<file path="src/rtl/pipeline_word_serializer.sv">
// Purpose: splits WORD_WIDTH-bit words into SLICE_WIDTH-bit slices, flagging the last slice of each word.
// Latency: a word accepted on edge t presents its first slice from t+1; one slice per cycle across word boundaries.
// Backpressure: a holding register absorbs one extra word; input_ready depends only on registered state.
// Build option: define PIPELINE_WORD_SERIALIZER_MSB_FIRST_EN to emit the most-significant slice first (default is LSB first).
module pipeline_word_serializer #(
    parameter int WORD_WIDTH  = 32,
    parameter int SLICE_WIDTH = 8
) (
    input  logic                   clock,
    input  logic                   clear,
    input  logic                   input_valid,
    output logic                   input_ready,
    input  logic [WORD_WIDTH-1:0]  input_data,
    output logic                   output_valid,
    input  logic                   output_ready,
    output logic [SLICE_WIDTH-1:0] output_data,
    output logic                   output_last
);

    localparam int SLICE_COUNT = WORD_WIDTH / SLICE_WIDTH;
    localparam int CNT_W       = (SLICE_COUNT > 1) ? $clog2(SLICE_COUNT) : 1;
    localparam logic [CNT_W-1:0] CNT_MAX = CNT_W'(SLICE_COUNT - 1);

    if ((WORD_WIDTH % SLICE_WIDTH) != 0 || SLICE_COUNT < 2) begin : g_bad_params
        $error("WORD_WIDTH must be a multiple of SLICE_WIDTH with at least two slices");
    end

    // The state is the pair of valid bits: active register, holding register.
    typedef enum logic [1:0] {
        ST_EMPTY = 2'b00,
        ST_BUSY  = 2'b01,
        ST_FULL  = 2'b11
    } state_t;

    state_t                  state_q, state_d;
    logic [WORD_WIDTH-1:0]   active_q, active_d;
    logic [WORD_WIDTH-1:0]   hold_q, hold_d;
    logic [CNT_W-1:0]        cnt_q, cnt_d;
    logic [WORD_WIDTH-1:0]   active_shifted;

    logic insert;
    logic remove;
    logic drain;

    assign input_ready  = (state_q != ST_FULL);
    assign output_valid = (state_q != ST_EMPTY);
    assign output_last  = (cnt_q == CNT_MAX) && output_valid;

    assign insert = input_valid && input_ready;
    assign remove = output_valid && output_ready;
    assign drain  = remove && output_last;

`ifdef PIPELINE_WORD_SERIALIZER_MSB_FIRST_EN
    // Current slice sits at the top of the active register; shift left to expose the next one.
    assign output_data    = active_q[WORD_WIDTH-1 -: SLICE_WIDTH];
    assign active_shifted = active_q << SLICE_WIDTH;
`else
    // Current slice sits at the bottom of the active register; shift right to expose the next one.
    assign output_data    = active_q[SLICE_WIDTH-1:0];
    assign active_shifted = active_q >> SLICE_WIDTH;
`endif

    // Next-state: advance within a word on non-final removes, move words between registers on insert/drain.
    always_comb begin
        state_d  = state_q;
        active_d = active_q;
        hold_d   = hold_q;
        cnt_d    = cnt_q;

        if (remove && !output_last) begin
            active_d = active_shifted;
            cnt_d    = cnt_q + CNT_W'(1);
        end

        case (state_q)
            ST_EMPTY: begin
                if (insert) begin
                    state_d  = ST_BUSY;
                    active_d = input_data;
                    cnt_d    = '0;
                end
            end
            ST_BUSY: begin
                if (drain) begin
                    cnt_d = '0;
                    if (insert) begin
                        // New word bypasses the holding register so there is no bubble.
                        active_d = input_data;
                    end else begin
                        state_d = ST_EMPTY;
                    end
                end else if (insert) begin
                    hold_d  = input_data;
                    state_d = ST_FULL;
                end
            end
            ST_FULL: begin
                if (drain) begin
                    active_d = hold_q;
                    cnt_d    = '0;
                    state_d  = ST_BUSY;
                end
            end
            default: begin
                state_d = ST_EMPTY;
                cnt_d   = '0;
            end
        endcase
    end

    // State registers; clear discards any in-flight words and wins over any handshake.
    always_ff @(posedge clock) begin
        if (clear) begin
            state_q  <= ST_EMPTY;
            active_q <= '0;
            hold_q   <= '0;
            cnt_q    <= '0;
        end else begin
            state_q  <= state_d;
            active_q <= active_d;
            hold_q   <= hold_d;
            cnt_q    <= cnt_d;
        end
    end

endmodule

</file>
<file path="config.mk">
export PLATFORM = sky130hd
export DESIGN_NAME = pipeline_word_serializer
export DESIGN_NICKNAME = d
export VERILOG_FILES = /design/src/rtl/pipeline_word_serializer.sv
export SDC_FILE = /design/constraint.sdc
export NUM_CORES = 1
export LEC_CHECK = 0
export CELL_PAD_IN_SITES_DETAIL_PLACEMENT = 0
export CELL_PAD_IN_SITES_GLOBAL_PLACEMENT = 1
export CORE_MARGIN = 1
export CORE_UTILIZATION = 35
export DETAILED_ROUTE_END_ITERATION = 8
export PLACE_DENSITY = 0.75
export SLEW_MARGIN = 10
export SYNTH_ARGS = -nofsm -noshare
export SYNTH_HDL_FRONTEND = slang
export SYNTH_SLANG_ARGS = --single-unit
export TNS_END_PERCENT = 100
</file>
<file path="constraint.sdc">
create_clock -name clock -period 2.5 [get_ports clock]
set_clock_uncertainty 0.05 [all_clocks]
set_input_delay 0.25 -clock clock [delete_from_list [all_inputs] [get_ports clock]]
set_output_delay 0.25 -clock clock [all_outputs]
set_load 0.1 [all_outputs]
</file>
==> flow_summary.toml <==
[die]
row_count = 36
die_area_um2 = 10800
fp.dieH_um = 104
start_util_pct = 36.6
ios = 47
dieWidth_um = 104
fp.coreArea_um2 = 9910

[detailed_routing]
drt-initial-drc-count = 187
routed_via_density = 5.52
wire_per_inst_um = 16.8
drt-pass1-iter-count = 4
antenna_left = 0
drc = 0
wl_um = 10400
vias = 3421

[yosys]
ys_seq_area_share_pct = 37.6
synthMuxAreaShare_pct = 6.56
post_synth_xor_area_fraction_pct = 0.242
synthTopCellsByCount = "nand2_1 (100), dfxtp_1 (68), a21oi_1 (63)"
syn-num-nets = 494
yosys.area_share.simple_pct = 17.2
netlist_area_um2 = 3620
synth-compound-area-share_pct = 29.3
synth_top_family_by_area = "compound AO/OA/AOI/OAI gates"
synthDistinctLibCells = 31
synth_edf_count = 0
synth-seq-cells = 68
netlist_instances = 453
async_flop_share_pct = 0
syn_area_per_cell_um2 = 8.00
yosysTopAreaCellShare_pct = 37.6
synth_flop_cell = "dfxtp_1"
synth-adder-area-share_pct = 1.73
synth_area_leaders = "dfxtp_1 (38%), nand2_1 (10%), a21oi_1 (8.7%), mux2i_1 (5.8%), o21ai_0 (5.0%)"
yosysMostFrequentCell = "nand2_1"
netlist.top_cell.by_area = "dfxtp_1"
ys_warn_count = 0

[cells_and_area]
nNetsFinal = 523
multiInputGateArea_um2 = 2050
fin_area_um2 = 4450
antenna_cells = 0
drive_above_1_share_pct = 12.5
seq_area_um2 = 1360
fillers = 1025
syn2layout_area_growth_pct = 22.7

[worst_setup_path]
arrival_ns = 2.53
crit_path_end_kind = "flop"
path_class = "reg2reg"
cp_data_required_time_ns = 2.66
worst-path-buf-inv = 2
startpoint = "state_q[0]"
crit_path_top_delay_cell = "a2111oi_1"
crit_fanout = 32
path_cells = "inv_1 > ha_1 > or3b_1 > buf_12 > mux2i_1 > a21oi_1 > a2111oi_1 > a211oi_1"
crit_path_max_incr_delay_ns = 0.42
crit_path_start_kind = "flop"
cp_top_family = "compound AO/OA/AOI/OAI gates"
timing.rr.start = "state_q[0]"

[placed_design]
io_buffers = 46
place_hpwl_um = 6470
placed_cell_area_um2 = 4180
place_congestion = 0.745

[status]
status = "complete, no violations"

[global_routing]
grt_pass1_vias = 3248
grt_max_degree = 41
gr-total-overflow = 0
antenna_found_initial = 0
track_usage_pct = 19.2
grt_first_pass_wirelength_um = 16800

[timing]
worst_pin_slew_ns = 0.816
rsz0062_at_grt = "yes"
hold_viol = 0
setup_viol = 0
period_needed_ns = 2.37
finalSetupTns_ns = 0
fmaxAchievable_mhz = 421
report.final.slew_viol_count = 0
max_slew_margin_pct = 45.6
fin_crit_sh_pct = 95.0

[clock_tree]
clk_latency_ns = 0.33
cts-root-buf = "clkbuf_8"
cts-htree-levels = 3
hold_buffers = 0
path_clk_slew_ns = 0.07
numCtsBuffers = 9
cts_tree = "yes"
clk_path_buf_depth = 2
clkSinkCount = 68

[power_and_ir_drop]
powerDensity_nw_per_um2 = 1290
ir_drop_mv = 0.479
power_mw = 5.74
leakage_nw = 1.57

[min_path]
worstHoldPathType = "reg2reg"
hold_start = "hold_q[3]"

[flow_run]
drv_cap = 0
==> layout make-up <==
class / count / share of cell area (%)
flip-flops and latches: 68 / 30.6
multi-input cells: 334 / 46.2
clock inverters: 3 / 1.55
inverters: 4 / 0.422
clock buffers: 13 / 3.57
well taps: 133 / 3.74
repair buffers: 65 / 14.0
==> metrics by stage <==
stage,cells,util [%],worst slack (ns),hold WS [ns]
floorplan,453,-,0.112,0.336
global placement,604,42.1,0.144,0.391
detailed placement,604,42.1,0.0553,0.399
CTS,620,44.4,0.111,0.410
global route,620,44.9,-0.0468,0.424
finish,620,44.9,0.126,0.412
==> path summary, 6_finish.rpt <==
check	endpoint	slack, ns	cells after the start
worst max-delay path	active_q[10]	0.13	8
worst min-delay path	hold_q[3]	0.41	2
worst min register to register	hold_q[3]	0.41	2
worst max register to register	active_q[10]	0.13	8
==> placed cells by master, fill, tap and decap left out, types with 2 or more instances in the layout <==
cell               n
mux2i_2            7
nand2_1          100
a21oi_1           63
dfxtp_1           68
nor2_1             2
bufinv_16          2
a2111oi_2          3
a221oi_1          16
a2111oi_1         19
ha_1               4
clkdlybuf4s50_1   34
nor2b_1           26
buf_12             4
or3_1              2
clkbuf_8          11
nand3_1            2
mux2i_1           16
o21ai_0           36
buf_4             26
a211oi_1          24
inv_1              3
clkbuf_1           2
==> worst min-delay path: stages, from the launching register on <==
cell and delay [ns]:
dfxtp_1 0.31, nand2_1 0.05, a21oi_1 0.05
==> flip-flops by register name (all words and copies together), names as in the netlist <==
register,count
active_q,32
hold_q,32
cnt_q,2
state_q,2
==> timing repair <==
item                                    4_1_cts  5_1_grt
buffers inserted                              0        0
endpoints found under the setup margin        0        9
resized for setup                             0       14
==> power breakdown <==
group          total (mW)  internal [mW]  switching [mW]
Sequential           1.64           1.40           0.236
Clock                1.05          0.620           0.429
Combinational        3.05           1.13            1.92
==> routing by layer <==
layer | share of wire, % | GRT usage [%]
met4 | 0.95 | 5.00
met5 | 0 | 0
met1 | 46 | 25.1
met3 | 5.6 | 3.59
met2 | 47 | 32.6
==> kinds of logic after synthesis <==
logic type	after synthesis
muxes	23
xor gates and xnor gates	1
buffers and inverters	51
and+or+nand+nor	140
AOI/OAI and AO/OA	165
adders and majority gates	5
DFF	68
No activity file was read; power rests on OpenSTA's default activity.
